--- src/rtl/scrambler_par_if.sv ---
// Streaming beat interface used on both sides of scrambler_par:
// valid/ready handshake with a start-of-frame marker and a data beat.
interface scrambler_par_if #(
  parameter int DATA_W = 8
);
  logic              valid;
  logic              ready;
  logic              sof;
  logic [DATA_W-1:0] data;

  // Producer of beats
  modport master (
    output valid,
    output sof,
    output data,
    input  ready
  );

  // Consumer of beats
  modport slave (
    input  valid,
    input  sof,
    input  data,
    output ready
  );
endinterface

--- src/rtl/scrambler_par.sv ---
// scrambler_par: 802.11 additive scrambler / descrambler, DATA_W bits per beat,
// bit0 of each beat is earliest in time. Polynomial x^7 + x^4 + 1.
// mode 0 (TX) seeds the LFSR from seed_in on the sof beat; mode 1 (RX) loads the
// LFSR from the first LFSR_W received bits of the frame (SERVICE field), forcing
// those output bits to zero, then descrambles the rest of the frame.
// Optional feature: define SCRAMBLER_STATE_OUT_EN to expose the LFSR state on
// port state_out.
module scrambler_par #(
  parameter int                DATA_W   = 8,
  parameter int                LFSR_W   = 7,
  parameter logic [LFSR_W-1:0] SEED_DEF = 7'h7F
) (
  input  logic              clock,
  input  logic              reset,
  input  logic              mode,
  input  logic [LFSR_W-1:0] seed_in,
  scrambler_par_if.slave    upstream,
  scrambler_par_if.master   downstream,
  output logic              synced
`ifdef SCRAMBLER_STATE_OUT_EN
  ,
  output logic [LFSR_W-1:0] state_out
`endif
);

  localparam int                CNT_W     = $clog2(LFSR_W + 1);
  localparam logic [CNT_W-1:0]  CNT_ONE   = CNT_W'(1);
  localparam logic [CNT_W-1:0]  SYNC_BITS = CNT_W'(LFSR_W);

  typedef enum logic [1:0] {
    IDLE = 2'd0,
    SYNC = 2'd1,
    RUN  = 2'd2
  } fsm_t;

  fsm_t              fsm;
  logic [LFSR_W-1:0] lfsr;
  logic [CNT_W-1:0]  bit_cnt;
  logic              obuf_valid;
  logic              obuf_sof;
  logic [DATA_W-1:0] obuf_data;

  fsm_t              nxt_fsm;
  logic [LFSR_W-1:0] nxt_lfsr;
  logic [CNT_W-1:0]  nxt_cnt;
  logic [DATA_W-1:0] nxt_data;
  logic              emit;
  logic              accept;
  logic              fb;

  // A new beat can enter whenever the single output register is empty or draining.
  assign upstream.ready  = !obuf_valid || downstream.ready;
  assign accept          = upstream.valid && upstream.ready;
  assign downstream.valid = obuf_valid;
  assign downstream.sof   = obuf_sof;
  assign downstream.data  = obuf_data;

`ifdef SCRAMBLER_STATE_OUT_EN
  assign state_out = lfsr;
`endif

  // Process one beat bit-serially: sof seeding/restart, then SYNC or RUN per bit.
  always_comb begin
    nxt_fsm  = fsm;
    nxt_lfsr = lfsr;
    nxt_cnt  = bit_cnt;
    nxt_data = '0;
    emit     = 1'b0;
    fb       = 1'b0;
    if (upstream.sof) begin
      emit = 1'b1;
      if (mode == 1'b0) begin
        nxt_fsm  = RUN;
        nxt_lfsr = (seed_in == '0) ? SEED_DEF : seed_in;
      end else begin
        nxt_fsm = SYNC;
        nxt_cnt = '0;
      end
    end else if (fsm == IDLE) begin
      // Beats outside a frame are swallowed without touching state.
      emit = 1'b0;
    end else begin
      emit = 1'b1;
    end
    for (int i = 0; i < DATA_W; i++) begin
      case (nxt_fsm)
        SYNC: begin
          // Received bit equals the keystream here, so it becomes the state.
          nxt_lfsr    = {nxt_lfsr[LFSR_W-2:0], upstream.data[i]};
          nxt_data[i] = 1'b0;
          nxt_cnt     = nxt_cnt + CNT_ONE;
          if (nxt_cnt == SYNC_BITS) begin
            nxt_fsm = RUN;
          end else begin
            nxt_fsm = SYNC;
          end
        end
        RUN: begin
          fb          = nxt_lfsr[LFSR_W-1] ^ nxt_lfsr[3];
          nxt_data[i] = upstream.data[i] ^ fb;
          nxt_lfsr    = {nxt_lfsr[LFSR_W-2:0], fb};
        end
        default: begin
          nxt_data[i] = 1'b0;
        end
      endcase
    end
  end

  // Frame FSM, LFSR state and the registered output stage.
  always_ff @(posedge clock or posedge reset) begin
    if (reset) begin
      fsm        <= IDLE;
      lfsr       <= SEED_DEF;
      bit_cnt    <= '0;
      synced     <= 1'b0;
      obuf_valid <= 1'b0;
      obuf_sof   <= 1'b0;
      obuf_data  <= '0;
    end else begin
      if (accept) begin
        fsm     <= nxt_fsm;
        lfsr    <= nxt_lfsr;
        bit_cnt <= nxt_cnt;
        synced  <= (nxt_fsm == RUN);
      end
      if (accept && emit) begin
        obuf_valid <= 1'b1;
        obuf_sof   <= upstream.sof;
        obuf_data  <= nxt_data;
      end else if (downstream.ready) begin
        obuf_valid <= 1'b0;
      end
    end
  end

endmodule

--- src/flat_wrapper.sv ---
// flat-port wrapper written by rule: the top's interface ports become plain ports
module scrambler_par_flat 
#(
  parameter int                DATA_W   = 8,
  parameter int                LFSR_W   = 7,
  parameter logic [LFSR_W-1:0] SEED_DEF = 7'h7F
)
  (clock, reset, mode, seed_in, synced, upstream_valid, upstream_sof, upstream_data, upstream_ready, downstream_valid, downstream_sof, downstream_data, downstream_ready);
  scrambler_par_if #(.DATA_W(DATA_W)) upstream_i ();
  scrambler_par_if #(.DATA_W(DATA_W)) downstream_i ();
  input  logic clock;
  input  logic reset;
  input  logic mode;
  input  logic [LFSR_W-1:0] seed_in;
  output logic synced;
  input wire logic [$bits(upstream_i.valid)-1:0] upstream_valid;
  input wire logic [$bits(upstream_i.sof)-1:0] upstream_sof;
  input wire logic [$bits(upstream_i.data)-1:0] upstream_data;
  output wire logic [$bits(upstream_i.ready)-1:0] upstream_ready;
  output wire logic [$bits(downstream_i.valid)-1:0] downstream_valid;
  output wire logic [$bits(downstream_i.sof)-1:0] downstream_sof;
  output wire logic [$bits(downstream_i.data)-1:0] downstream_data;
  input wire logic [$bits(downstream_i.ready)-1:0] downstream_ready;
  assign upstream_i.valid = upstream_valid;
  assign upstream_i.sof = upstream_sof;
  assign upstream_i.data = upstream_data;
  assign upstream_ready = upstream_i.ready;
  assign downstream_valid = downstream_i.valid;
  assign downstream_sof = downstream_i.sof;
  assign downstream_data = downstream_i.data;
  assign downstream_i.ready = downstream_ready;
  scrambler_par #(.DATA_W(DATA_W), .LFSR_W(LFSR_W), .SEED_DEF(SEED_DEF)) u_core (.clock(clock), .reset(reset), .mode(mode), .seed_in(seed_in), .upstream(upstream_i), .downstream(downstream_i), .synced(synced));
endmodule
--- config.mk ---
export PLATFORM = sky130hd
export DESIGN_NAME = scrambler_par_flat
export DESIGN_NICKNAME = d
export VERILOG_FILES = /design/src/rtl/scrambler_par_if.sv /design/src/rtl/scrambler_par.sv /design/src/flat_wrapper.sv
export SDC_FILE = /design/constraint.sdc
export NUM_CORES = 1
export LEC_CHECK = 0
export ABC_AREA = 1
export ABC_CLOCK_PERIOD_IN_PS = 8860
export CAP_MARGIN = 30
export CORE_MARGIN = 2
export CORE_UTILIZATION = 55
export CTS_CLUSTER_SIZE = 12
export DETAILED_ROUTE_END_ITERATION = 8
export GPL_TIMING_DRIVEN = 0
export HOLD_SLACK_MARGIN = 0.15
export PLACE_DENSITY = 0.85
export SLEW_MARGIN = 20
export SYNTH_ARGS = -nofsm -noshare
export SYNTH_HDL_FRONTEND = slang
export SYNTH_SLANG_ARGS = --single-unit
export TNS_END_PERCENT = 10
--- constraint.sdc ---
create_clock -name clock -period 8.86 [get_ports clock]
set_clock_uncertainty 0.05 [all_clocks]
set_input_delay 0.886 -clock clock [delete_from_list [all_inputs] [get_ports clock]]
set_output_delay 0.886 -clock clock [all_outputs]
set_load 0.005 [all_outputs]
==> results.cfg <==
[cells_and_area]
antenna_cells = 0
drive_gt1_frac = 0.0791
n_fill_cell = 544
area_growth_pct = 15.9
final_nets = 649

[cts]
tritoncts = built
cts.path.max_buffers = 2
clkTransAtPathRegs_ps = 90
clock-sinks = 23
cts_buffers = 3
post_cts_buffers = 0
h-tree-depth = 1
clk_latency_ps = 280
clock-root-buffer = clkbuf_8

[timing]
finalSetupViolCount = 0
tightest_slew_ps = 582
min_period_over_period = 0.922
period_needed_ps = 8170
final.setup.tns_ps = 0
clock.fmax_mhz = 122
slew_headroom = 0.612
final-hold-violation-count = 0
slew_violations = 0
finalHoldWorstSlack_ps = 422

[route]
drcViolationCount = 0
drtIter0Drc = 294
viasPerCell = 5.33
post_drt_wl_per_cell_um = 12.1
via_count = 3563
wl_um = 8130
dr.pass1.iters = 5
ant_nets = 0

[synthesis]
synthCells = 560
ys_ff_latch = 23
synthFlopType = dfrtp_1
syn-num-nets = 614
synth_area_per_cell_um2 = 5.90
ys_top_cells_by_count = 247 x nand2_1, 68 x inv_1, 62 x nand3_1, 33 x ha_1, 29 x nor2_1
ys_warn_count = 0
synthTopCellsByArea = nand2_1 28%, ha_1 12%, dfrtp_1 12%, nand3_1 9.4%, inv_1 7.7%
synth.top_cell.area_share = 0.280
synth.most_common_cell = nand2_1
synth_edf_count = 0
synth_largest_area_cell = nand2_1
ys_types = 30
syn_area_um2 = 3310
seq_area_frac_synth = 0.177
ys_async_sr_fraction = 1.00

[setup_path]
rr_startpoint = u_core.fsm[1]
critical_path.startpoint_type = primary input
rrSetupSlack_ps = 1650
max_stage_delay_ps = 510
critPathMaxFanout = 9
r2r_cells = 44
crit_arrival_ps = 8340
cp-end-kind = flop
crit_type = in2reg
crit_slowest_cell = clkdlybuf4s50_1
required_ps = 9030
critPathMostFrequentCell = inv_1
r2r-end = u_core.lfsr[1]

[flow_run]
max-cap-violations = 0

[grt]
antenna_found_initial = 0
grt.overflow.total = 0
grt_usage = 0.248
grt_max_degree = 24
grt_pass1_vias = 3168
grt_pass1_wl_um = 13200

[status]
outcome = finished clean

[die]
core_um2 = 5850
fp-row-count = 28
ios = 33
dieHeight_um = 81.5
die-width_um = 81.5
start_util = 0.565
fp.dieArea_um2 = 6650

[place]
numPortBuffers = 32
routabilityCongestion = 0.906
hpwl_um = 6390

[worst_hold_path]
hold_end = u_core.lfsr[1]
min_from = u_core.lfsr[1]
holdPathStages = 2
min_path_type = reg2reg
-- cells in the final DEF (no fill, tap or decap), types with 2 or more instances in the layout --
cell type        synthesis  final
nor2_1                  29     29
a31oi_1                  4      2
xor2_4                   6      6
inv_2                    1      6
inv_1                   68     63
o21ai_1                  3      4
o31ai_1                  6      6
a21oi_1                 22     20
o21ai_0                 14     13
nand2_1                247    247
dfrtp_1                 16     16
xor2_1                   7      7
or2_2                    8      8
clkdlybuf4s50_1          0     32
a31oi_2                  0      2
nand3b_1                 3      3
ha_1                    33     26
clkbuf_8                 0      3
ha_2                     0      6
buf_1                    2      2
nand4_1                  2      2
nand3_1                 62     62
dfstp_2                  7      7
clkbuf_1                10      7
-- how the worst max path moves through the flow --
stage / start / endpoint / slack (ps) / cells after the start
floorplan: upstream_sof / u_core.lfsr[1] / 1080 / 46
CTS: upstream_sof / u_core.lfsr[1] / 9 / 48
global route: upstream_sof / u_core.lfsr[1] / -30 / 47
global placement: upstream_sof / u_core.lfsr[1] / -650 / 49
finish: upstream_sof / u_core.lfsr[1] / 690 / 47
detailed placement: upstream_sof / u_core.lfsr[1] / -850 / 47
-- flip-flops by register name (all words and copies together), names as in the netlist --
signal / flops
u_core.lfsr: 7
u_core.downstream.valid: 1
u_core.synced: 1
u_core.bit_cnt: 3
u_core.downstream.sof: 1
u_core.fsm: 2
u_core.downstream.data: 8
-- critical path: cells and delay by family --
family | cells | cell delay [ps]
adders and majority gates | 8 | 2120
AOI/OAI and AO/OA | 8 | 1310
and+or+nand+nor | 17 | 2050
buffers and inverters | 14 | 1910
-- routing by layer --
| layer | vias to the layer above | routed length [um] | global-route usage |
|---|---|---|---|
| li1 | 1835 | - | - |
| met5 | - | 0 | 0 |
| met4 | 0 | 172 | 0.0746 |
| met1 | 1600 | 3720 | 0.319 |
| met2 | 112 | 3850 | 0.440 |
| met3 | 16 | 382 | 0.0198 |
-- metrics by stage --
| stage | instances | utilization | cell area, um^2 | setup WS [ps] |
|---|---|---|---|---|
| 3_5_place_dp | 667 | 0.636 | 3720 | -846 |
| 5_1_grt | 669 | 0.655 | 3830 | -34.3 |
| 2_1_floorplan | 560 | - | 3310 | 1080 |
| 3_3_place_gp | 667 | 0.636 | 3720 | -649 |
| 4_1_cts | 670 | 0.645 | 3780 | 8.77 |
| 6_report | 669 | 0.655 | 3830 | 690 |
-- what timing repair did --
action                     4_1_cts  5_1_grt
setup endpoints to repair        9       11
resized for setup                6       14
hold buffers                     0        0
-- area by class of cell --
cell class,instances,area (um^2),share of cell area
plain buffers,9,33.8,0.00882
clock buffers,3,41.3,0.0108
clock inverters,1,5.00,0.00131
inverters,70,263,0.0686
multi-input cells,455,2470,0.646
flip-flops and latches,23,584,0.153
well taps,75,93.8,0.0245
repair buffers,33,335,0.0876
-- cells by family after synthesis --
| group | count (synthesis) | synth area share |
|---|---|---|
| xor+xnor | 14 | 0.0734 |
| flops | 23 | 0.177 |
| simple gates | 354 | 0.440 |
| buf+inv | 82 | 0.0931 |
| compound gates | 54 | 0.0916 |
| fa+ha+maj | 33 | 0.125 |
Power is not shown: default switching activity piles up to over one toggle a cycle in this logic, so the estimate is an artifact.
